[config.mk]
export PLATFORM = sky130hd
export DESIGN_NAME = servo_pwm_multi
export DESIGN_NICKNAME = d
export VERILOG_FILES = /design/src/rtl/servo_pwm_multi.sv
export SDC_FILE = /design/constraint.sdc
export NUM_CORES = 1
export LEC_CHECK = 0
export ABC_AREA = 1
export ABC_CLOCK_PERIOD_IN_PS = 7270
export CORE_MARGIN = 2
export CORE_UTILIZATION = 70
export CTS_CLUSTER_SIZE = 8
export DETAILED_ROUTE_END_ITERATION = 7
export PLACE_DENSITY = 0.94
export SLEW_MARGIN = 20
export SYNTH_ARGS = -nofsm -noshare
export SYNTH_HDL_FRONTEND = slang
export SYNTH_SLANG_ARGS = --single-unit
[constraint.sdc]
create_clock -name clk -period 7.27 [get_ports clk]
set_input_delay 0.727 -clock clk [delete_from_list [all_inputs] [get_ports clk]]
set_output_delay 0.727 -clock clk [all_outputs]
set_load 0.005 [all_outputs]
[src/rtl/servo_pwm_multi.sv]
// rtl/servo_pwm_multi.sv - multi-channel servo PWM generator with per-channel slew limiting
module servo_pwm_multi #(
    parameter int CLK_FREQ     = 50_000_000,
    parameter int NUM_CH       = 4,
    parameter int CH_W         = 4,
    parameter int PERIOD_US    = 20000,
    parameter int MIN_PULSE_US = 500,
    parameter int MAX_PULSE_US = 2500,
    parameter int ANGLE_MAX    = 180,
    parameter int INIT_ANGLE   = 90,
    parameter int SLEW_STEP    = 2
) (
    input  logic              clk,
    input  logic              rst,
    input  logic              cmd_valid,
    output logic              cmd_ready,
    input  logic [CH_W-1:0]   cmd_ch,
    input  logic [7:0]        cmd_angle,
    output logic              cmd_err,
    output logic [NUM_CH-1:0] servo_pwm,
    output logic              frame_start,
    output logic [NUM_CH-1:0] settled
);

    localparam int CYC_US     = CLK_FREQ / 1_000_000;
    localparam int PERIOD_CYC = PERIOD_US * CYC_US;
    localparam int MIN_CYC    = MIN_PULSE_US * CYC_US;
    localparam int CPD        = ((MAX_PULSE_US - MIN_PULSE_US) * CYC_US) / ANGLE_MAX;
    localparam int CNT_W      = $clog2(PERIOD_CYC);
    localparam int WMAX       = MIN_CYC + ANGLE_MAX * CPD;

    localparam logic [CNT_W-1:0] LAST_CNT = CNT_W'(PERIOD_CYC - 1);
    localparam logic [CNT_W-1:0] SLEW_CNT = CNT_W'(PERIOD_CYC - 2);
    localparam logic [CNT_W-1:0] MIN_W    = CNT_W'(MIN_CYC);
    localparam logic [CNT_W-1:0] CPD_W    = CNT_W'(CPD);
    localparam logic [CNT_W-1:0] INIT_W   = CNT_W'(MIN_CYC + INIT_ANGLE * CPD);
    localparam logic [7:0]       AMAX8    = 8'(ANGLE_MAX);
    localparam logic [7:0]       INIT8    = 8'(INIT_ANGLE);
    localparam logic [7:0]       STEP8    = 8'(SLEW_STEP);
    localparam logic [CH_W:0]    NUM_CH_W = (CH_W + 1)'(NUM_CH);

    if (NUM_CH < 1 || NUM_CH > 16) begin : g_bad_num_ch
        $error("servo_pwm_multi: NUM_CH must be 1..16");
    end
    if ((1 << CH_W) < NUM_CH) begin : g_bad_ch_w
        $error("servo_pwm_multi: CH_W too narrow for NUM_CH");
    end
    if (ANGLE_MAX < 1 || ANGLE_MAX > 255 || INIT_ANGLE > ANGLE_MAX || SLEW_STEP < 0 || SLEW_STEP > 255) begin : g_bad_angle
        $error("servo_pwm_multi: illegal angle or slew parameters");
    end
    if (PERIOD_CYC < 4 || WMAX >= PERIOD_CYC) begin : g_bad_width
        $error("servo_pwm_multi: width(ANGLE_MAX) must be below PERIOD_CYC");
    end

    function automatic logic [CNT_W-1:0] width_of(input logic [7:0] a);
        return MIN_W + CNT_W'(a) * CPD_W;
    endfunction

    // One slew step toward the target; never overshoots, never wraps.
    function automatic logic [7:0] slew(input logic [7:0] cur, input logic [7:0] tgt);
        logic [7:0] r;
        if (SLEW_STEP == 0) begin
            r = tgt;
        end else if (tgt > cur) begin
            r = ((tgt - cur) <= STEP8) ? tgt : cur + STEP8;
        end else begin
            r = ((cur - tgt) <= STEP8) ? tgt : cur - STEP8;
        end
        return r;
    endfunction

    logic [CNT_W-1:0]  frame_cnt_q, frame_cnt_d;
    logic [7:0]        target_q [NUM_CH];
    logic [7:0]        target_d [NUM_CH];
    logic [7:0]        cur_q    [NUM_CH];
    logic [7:0]        cur_d    [NUM_CH];
    logic [CNT_W-1:0]  width_q  [NUM_CH];
    logic [CNT_W-1:0]  width_d  [NUM_CH];
    logic [NUM_CH-1:0] pwm_q, pwm_d;
    logic [NUM_CH-1:0] settled_q, settled_d;
    logic              frame_start_q, frame_start_d;
    logic              cmd_err_q, cmd_err_d;
    logic              cmd_ready_q;
    logic              accept, ch_ok;
    logic [7:0]        angle_c;

    always_comb begin
        accept        = cmd_valid && cmd_ready_q;
        ch_ok         = {1'b0, cmd_ch} < NUM_CH_W;
        angle_c       = (cmd_angle > AMAX8) ? AMAX8 : cmd_angle;
        frame_cnt_d   = (frame_cnt_q == LAST_CNT) ? '0 : frame_cnt_q + CNT_W'(1);
        frame_start_d = (frame_cnt_q == '0);
        cmd_err_d     = accept && !ch_ok;
        pwm_d         = '0;
        settled_d     = '0;
        for (int i = 0; i < NUM_CH; i++) begin
            target_d[i] = target_q[i];
            if (accept && ch_ok && cmd_ch == CH_W'(i)) begin
                target_d[i] = angle_c;
            end
            // Slew uses the pre-write target, so a same-cycle command waits a frame.
            cur_d[i] = (frame_cnt_q == SLEW_CNT) ? slew(cur_q[i], target_q[i]) : cur_q[i];
            width_d[i] = (frame_cnt_q == LAST_CNT) ? width_of(cur_q[i]) : width_q[i];
            pwm_d[i] = (frame_cnt_q < width_q[i]);
            settled_d[i] = (cur_d[i] == target_d[i]);
        end
    end

    always_ff @(posedge clk) begin
        if (rst) begin
            frame_cnt_q   <= '0;
            pwm_q         <= '0;
            settled_q     <= '1;
            frame_start_q <= 1'b0;
            cmd_err_q     <= 1'b0;
            cmd_ready_q   <= 1'b0;
            for (int i = 0; i < NUM_CH; i++) begin
                target_q[i] <= INIT8;
                cur_q[i]    <= INIT8;
                width_q[i]  <= INIT_W;
            end
        end else begin
            frame_cnt_q   <= frame_cnt_d;
            pwm_q         <= pwm_d;
            settled_q     <= settled_d;
            frame_start_q <= frame_start_d;
            cmd_err_q     <= cmd_err_d;
            cmd_ready_q   <= 1'b1;
            for (int i = 0; i < NUM_CH; i++) begin
                target_q[i] <= target_d[i];
                cur_q[i]    <= cur_d[i];
                width_q[i]  <= width_d[i];
            end
        end
    end

    assign cmd_ready   = cmd_ready_q;
    assign cmd_err     = cmd_err_q;
    assign servo_pwm   = pwm_q;
    assign frame_start = frame_start_q;
    assign settled     = settled_q;

endmodule

Word level (Yosys, flattened, before mapping)
Memories as Yosys holds them, arrays and structs flattened.
Index checks and enable logic that the tools add are counted.
{"block": "word_totals", "in_bits": 15, "n_memories": 3, "regBits": 31, "mem_bits_rw": 144}
{"name": "width_q", "words": 4, "width": 20, "read_ports": 4, "rd_ports_with_merged_regs": 0, "write_ports": 4, "line": "77", "source": "logic [CNT_W-1:0] width_q [NUM_CH];"}
{"name": "cur_q", "words": 4, "width": 8, "read_ports": 4, "rd_ports_with_merged_regs": 0, "write_ports": 4, "line": "75", "source": "logic [7:0] cur_q [NUM_CH];"}
{"name": "target_q", "words": 4, "width": 8, "read_ports": 4, "rd_ports_with_merged_regs": 0, "write_ports": 4, "line": "73", "source": "logic [7:0] target_q [NUM_CH];"}
{"block": "op_classes", "n_eq_ne": 9, "n_bitwise": 12, "reduce_logical": 11, "add_sub_neg": 21, "mul": 4, "magnitude_cmp": 18, "n_mux": 40}
{"op": "two-way mux 8 bit", "n": 29}
{"op": "two-way mux 20 bit", "n": 8}
{"op": "less-than comparator 20 bit", "n": 4}
{"op": "adder 15 x 18 -> 19 bit, first input constant", "n": 4}
{"op": "multiplier 8 x 10 -> 18 bit, second input constant", "n": 4}
{"op": "<= comparator 8 x 2 -> 1 bit, second input constant", "n": 8}
{"op": "subtractor 8 bit", "n": 8}
{"op": "equality test 20 bit, second input constant", "n": 2}
{"op": "adder 8 x 2 -> 8 bit, second input constant", "n": 4}
{"op": "equality test 8 bit", "n": 4}
{"op": "greater-than comparator 8 bit", "n": 4}
{"op": "subtractor 8 x 2 -> 8 bit, second input constant", "n": 4}
{"op": "adder 20 x 1 -> 20 bit, second input constant", "n": 1}
{"op": "logical NOT 20 bit", "n": 1}
{"op": "OR 1 bit", "n": 12}
{"op": "equality test 4 x 2 -> 1 bit, second input constant", "n": 2}
{"op": "greater-than comparator 8 bit, second input constant", "n": 1}
{"op": "logical AND 1 bit", "n": 7}
{"op": "equality test 4 x 1 -> 1 bit, second input constant", "n": 1}
{"op": "logical NOT 4 bit", "n": 1}
{"op": "less-than comparator 4 x 3 -> 1 bit, second input constant", "n": 1}
{"op": "two-way mux 1 bit", "n": 3}
{"op": "OR reduction 2 bit", "n": 1}
{"op": "logical NOT 1 bit", "n": 1}

Depth between registers and ports, before layout
{"block": "depth", "ltp_word": 6, "depth_mapped": 25, "mapped_depth_nobuf": 25}

Worst setup path before layout
OpenSTA, ideal clock, no wires.
{"block": "synth_path", "kind": "reg-to-reg", "start": "mem cur_q[1][7]", "end": "mem width_q[1][16] (netlist bit)", "required_ns": 7.155, "slack_ns": 3.138, "n_path_buf": 0, "path_stages_with_launch": 26, "synth_period_minus_slack_ns": 4.132, "setup_time_ns": 0.115, "arrival_time_ns": 4.017, "path_cell_list": "dfxtp_1 inv_1 ha_1 inv_1 fa_1 inv_1 fa_1 inv_1 fa_1 inv_1 ha_1 nand3_1 nand2_1 nand2_1 nand2_1 a21oi_1 nor2_1 o21ai_0 nand2_1 nand2_1 a21boi_0 nand2_1 nand2_1 nand2_1 nand2_1 nand2_1"}
{"item": "start: declaration", "line": "75"}
{"item": "end: declaration", "line": "77"}

==> implementation parameters <==
Parameter                              Value

Run status
  Status    finished with violations
  Violations in the final reports    design-rule violations

Worst setup path
  Critical path required time    7.66 ns
  Start point of the critical path    cur_q[1][7]
  CP endpoint kind    flip-flop
  R2r startpoint    cur_q[1][7]
  Critical path class    reg2reg
  Startpoint type of the worst setup path    flip-flop
  Data arrival at the endpoint of the critical path    approximately 5.3 ns
  Highest fanout seen on the critical path    6

Clock tree
  Number of buffers inserted by post-CTS setup repair    0
  Maximum clock insertion buffer count    2
  Clock root buffer master    sky130_fd_sc_hd__clkbuf_16
  Post-cts repair resize count    0
  Total CTS buffers    17
  Number of H-tree branching levels    4
  Clock-pin slew on the worst setup and hold paths    about 0.08 ns
  Worst skew pair latency    between 0.4 and 0.5 ns
  TritonCTS clock tree    built
  Number of clock sinks    around 170
  Total of hold buffers inserted after clock tree synthesis    0

Detailed routing
  Wire length per cell after detailed routing    roughly 18 um
  Met2 wire len    around 27 mm
  Top Metal Used    met5
  Via Count    ~19000
  Routed vias/inst    6.08
  Amount of wire on met3 after detailed routing    roughly 5.0 mm
  Total wirelength of the detailed-routed design    55.9 mm
  M1 wire length    approximately 21 mm
  DR pass1 iterations    8
  Number of DRC violations after detailed routing    5
  Detail Route Antenna Nets    0
  DRC violation total after the first TritonRoute iteration    ~1900

Global route
  Global-route congestion overflow total    0
  Global-route wire length before repair    90.5 mm
  Antenna violations before repair    1
  Vias in the first global route    roughly 19000
  Global router's overall resource usage    39.1%
  Largest net degree at the start of global routing    55

Floorplanning
  Die Outline Area    about 0.028 mm2
  Starting utilization of the core area    between 70% and 80%
  I/O Pins    26
  Die height    between 150 and 200 um
  Floorplan die width    roughly 170 um
  Area of the core    about 0.027 mm2
  Row count    60

Synthesis
  Register bit count reported by yosys    about 170
  Number of library cell types mapped by synthesis    between 50 and 60
  Netlist area before placement    between 0.015 and 0.02 mm2
  Most area-hungry cell type in the Yosys netlist    sky130_fd_sc_hd__ha_1
  Main synth FF type    sky130_fd_sc_hd__dfxtp_1
  Post-synth EDFFs    0
  Total nets after synthesis    roughly 3200
  Count of mapped cells out of synthesis    2772
  Sequential element share of the synthesized area    ~18%
  Top post-synthesis cells by area    sky130_fd_sc_hd__ha_1, sky130_fd_sc_hd__dfxtp_1, sky130_fd_sc_hd__nand2_1
  Share of flip-flops with an asynchronous set or reset    0%
  Area share of the leading cell type in the synthesized netlist    21.9%
  Mean instance size in the synthesized netlist    just under 7 um2
  YS warnings    0

STA
  Slew @ Worst Pin    approximately 1.2 ns
  Final critical delay including setup and external delays    a little under 5 ns
  Period utilisation layout    between 60% and 70%
  Max-Slew Margin vs Limit    between 10% and 20%
  Fmax    0.203 GHz
  Setup TNS after final layout    0 ns
  Slew Viols, Final    0
  Worst-case clock skew    around 0.016 ns
  Final Setup Violations    0
  Final number of hold-violating endpoints    0
  Worst hold slack    between 0.4 and 0.5 ns
  RSZ-0062 raised after global routing    no

Layout
  Ratio of cells with drive above 1 in the final layout    approximately 4.2%
  Layout Area Growth over Synthesis    6.11%
  Number of nets in the finished design    between 3000 and 4000
  Leading cell type in the layout, fill and taps excluded    sky130_fd_sc_hd__nand2_1
  Commonest cells after routing, fill and taps aside    sky130_fd_sc_hd__nand2_1, sky130_fd_sc_hd__inv_1, sky130_fd_sc_hd__ha_1
  Final Instance Area    0.0201 mm2
  N_diodes    0

Power and ir drop
  Worst voltage drop across the vdd grid    around 110 uV
  Cell leakage power    about 11 nW
  Power density over the cells    roughly 110 mW/mm2

Place
  Number of input and output port buffers inserted    25
  Placed wire-length estimate    41.0 mm
  Final weighted congestion in routability-driven placement    0.964
  Placed instance area    0.0195 mm2

Run
  Max-capacitance violation count    0

Min path
  HP Class    reg2reg
  HP Start    cmd_ready
## through the flow
| stage | utilization, % | worst slack [ns] | instances | power (W) |
|---|---|---|---|---|
| 2_1_floorplan | - | 3.14 | 2772 | 0.00116 |
| 3_3_place_gp | 72.6 | 2.94 | 3099 | 0.00124 |
| 3_5_place_dp | 72.6 | 2.64 | 3099 | 0.00124 |
| 4_1_cts | 75.0 | 2.48 | 3131 | 0.00222 |
| 5_1_grt | 75.0 | 2.14 | 3131 | 0.00229 |
| 6_report | 75.0 | 2.34 | 3131 | 0.00224 |
## Yosys cell counts, types with 2 or more instances
library cell               instances
sky130_fd_sc_hd__o31a_1            2
sky130_fd_sc_hd__nand4_1          43
sky130_fd_sc_hd__nand2_2          16
sky130_fd_sc_hd__buf_2             4
sky130_fd_sc_hd__nor2_4            4
sky130_fd_sc_hd__ha_1            331
sky130_fd_sc_hd__a31o_2            3
sky130_fd_sc_hd__nand3_1         275
sky130_fd_sc_hd__nor4_1           10
sky130_fd_sc_hd__dfxtp_1         171
sky130_fd_sc_hd__nand2_4           3
sky130_fd_sc_hd__nor2_2           13
sky130_fd_sc_hd__o211ai_1          8
sky130_fd_sc_hd__a221oi_1          2
sky130_fd_sc_hd__o21bai_1          5
sky130_fd_sc_hd__xnor2_1          22
sky130_fd_sc_hd__fa_1             64
sky130_fd_sc_hd__a22oi_1           9
sky130_fd_sc_hd__a211oi_1         11
sky130_fd_sc_hd__nor2_1          134
sky130_fd_sc_hd__nor2_8            2
sky130_fd_sc_hd__inv_1           474
sky130_fd_sc_hd__and2_1            2
sky130_fd_sc_hd__nand2_1         715
sky130_fd_sc_hd__a21oi_1         142
sky130_fd_sc_hd__buf_4             7
sky130_fd_sc_hd__a21oi_2           3
sky130_fd_sc_hd__xor2_1           49
sky130_fd_sc_hd__or2_2             4
sky130_fd_sc_hd__a31oi_1           4
sky130_fd_sc_hd__buf_6             3
sky130_fd_sc_hd__o21ai_0         101
sky130_fd_sc_hd__o21ai_1           5
sky130_fd_sc_hd__inv_2            16
sky130_fd_sc_hd__a21boi_0          8
sky130_fd_sc_hd__nand3b_1          3
sky130_fd_sc_hd__nand3_2           7
sky130_fd_sc_hd__nor3_1           27
sky130_fd_sc_hd__clkbuf_1         33
sky130_fd_sc_hd__o22ai_1          19
sky130_fd_sc_hd__o21a_1            6
## routing by layer
| layer | up-vias | global-route usage (%) |
|---|---|---|
| met2 | 1074 | 68.2 |
| li1 | 8982 | - |
| met5 | - | 0 |
| met1 | 8671 | 44.3 |
| met3 | 315 | 7.51 |
| met4 | 2 | 24.4 |
## critical path, stage by stage, from the launching register on
cell	delay, ns
sky130_fd_sc_hd__dfxtp_1	0.42
sky130_fd_sc_hd__inv_1	0.17
sky130_fd_sc_hd__ha_1	0.31
sky130_fd_sc_hd__inv_1	0.05
sky130_fd_sc_hd__fa_1	0.49
sky130_fd_sc_hd__inv_1	0.05
sky130_fd_sc_hd__fa_1	0.50
sky130_fd_sc_hd__inv_1	0.06
sky130_fd_sc_hd__fa_1	0.55
sky130_fd_sc_hd__inv_1	0.05
sky130_fd_sc_hd__ha_1	0.36
sky130_fd_sc_hd__nand3_1	0.12
sky130_fd_sc_hd__nand2_1	0.12
sky130_fd_sc_hd__nand2_1	0.06
sky130_fd_sc_hd__nand2_1	0.05
sky130_fd_sc_hd__a21oi_1	0.07
sky130_fd_sc_hd__nor2_1	0.16
sky130_fd_sc_hd__o21ai_0	0.11
sky130_fd_sc_hd__nand2_1	0.10
sky130_fd_sc_hd__nand2_1	0.09
sky130_fd_sc_hd__a21boi_0	0.45
sky130_fd_sc_hd__nand2_1	0.15
sky130_fd_sc_hd__a21oi_1	0.19
sky130_fd_sc_hd__nand2_1	0.09
sky130_fd_sc_hd__nand2_1	0.07
## layout make-up
type	count	area (um2)
fill	2017	6700
multi-input combinational	2061	13400
clock inverter	15	226
sequential	171	3420
timing repair buffer	34	313
inverter	492	1850
tap	341	427
clock buffer	17	425
## path summary, 6_finish.rpt
path / to / slack, ns / cells past startpoint
worst max register to register: width_q[1][16] / 2.34 / 24
worst min-delay path: cmd_err / 0.47 / 2
worst min register to register: cmd_err / 0.47 / 2
worst max-delay path: width_q[1][16] / 2.34 / 24
## cell families (layout without fill, tap and decap cells)
| group | count (synthesis) | after routing | share of synthesized area, % |
|---|---|---|---|
| AO/OA/AOI/OAI | 331 | 331 | 9.77 |
| XOR/XNOR | 71 | 71 | 3.28 |
| adder cells (fa/ha/maj) | 395 | 395 | 28.6 |
| buffers and inverters | 540 | 558 | 11.0 |
| flip-flops | 171 | 171 | 18.1 |
| AND/OR/NAND/NOR | 1264 | 1264 | 29.3 |
## sequential cells by signal, indices dropped and copies added (netlist names)
signal,flops
cmd_err,1
target_q,32
settled,4
frame_start,1
cur_q,32
frame_cnt_q,20
servo_pwm,4
cmd_ready,1
width_q,76
## where the power goes
part           internal, W  leakage (nW)  switching, W
Clock             0.000486         0.311      0.000517
Sequential        0.000942          1.38    0.00000832
Combinational    0.0000856          9.06      0.000198
Note: power is estimated with default switching activity, not from simulation.
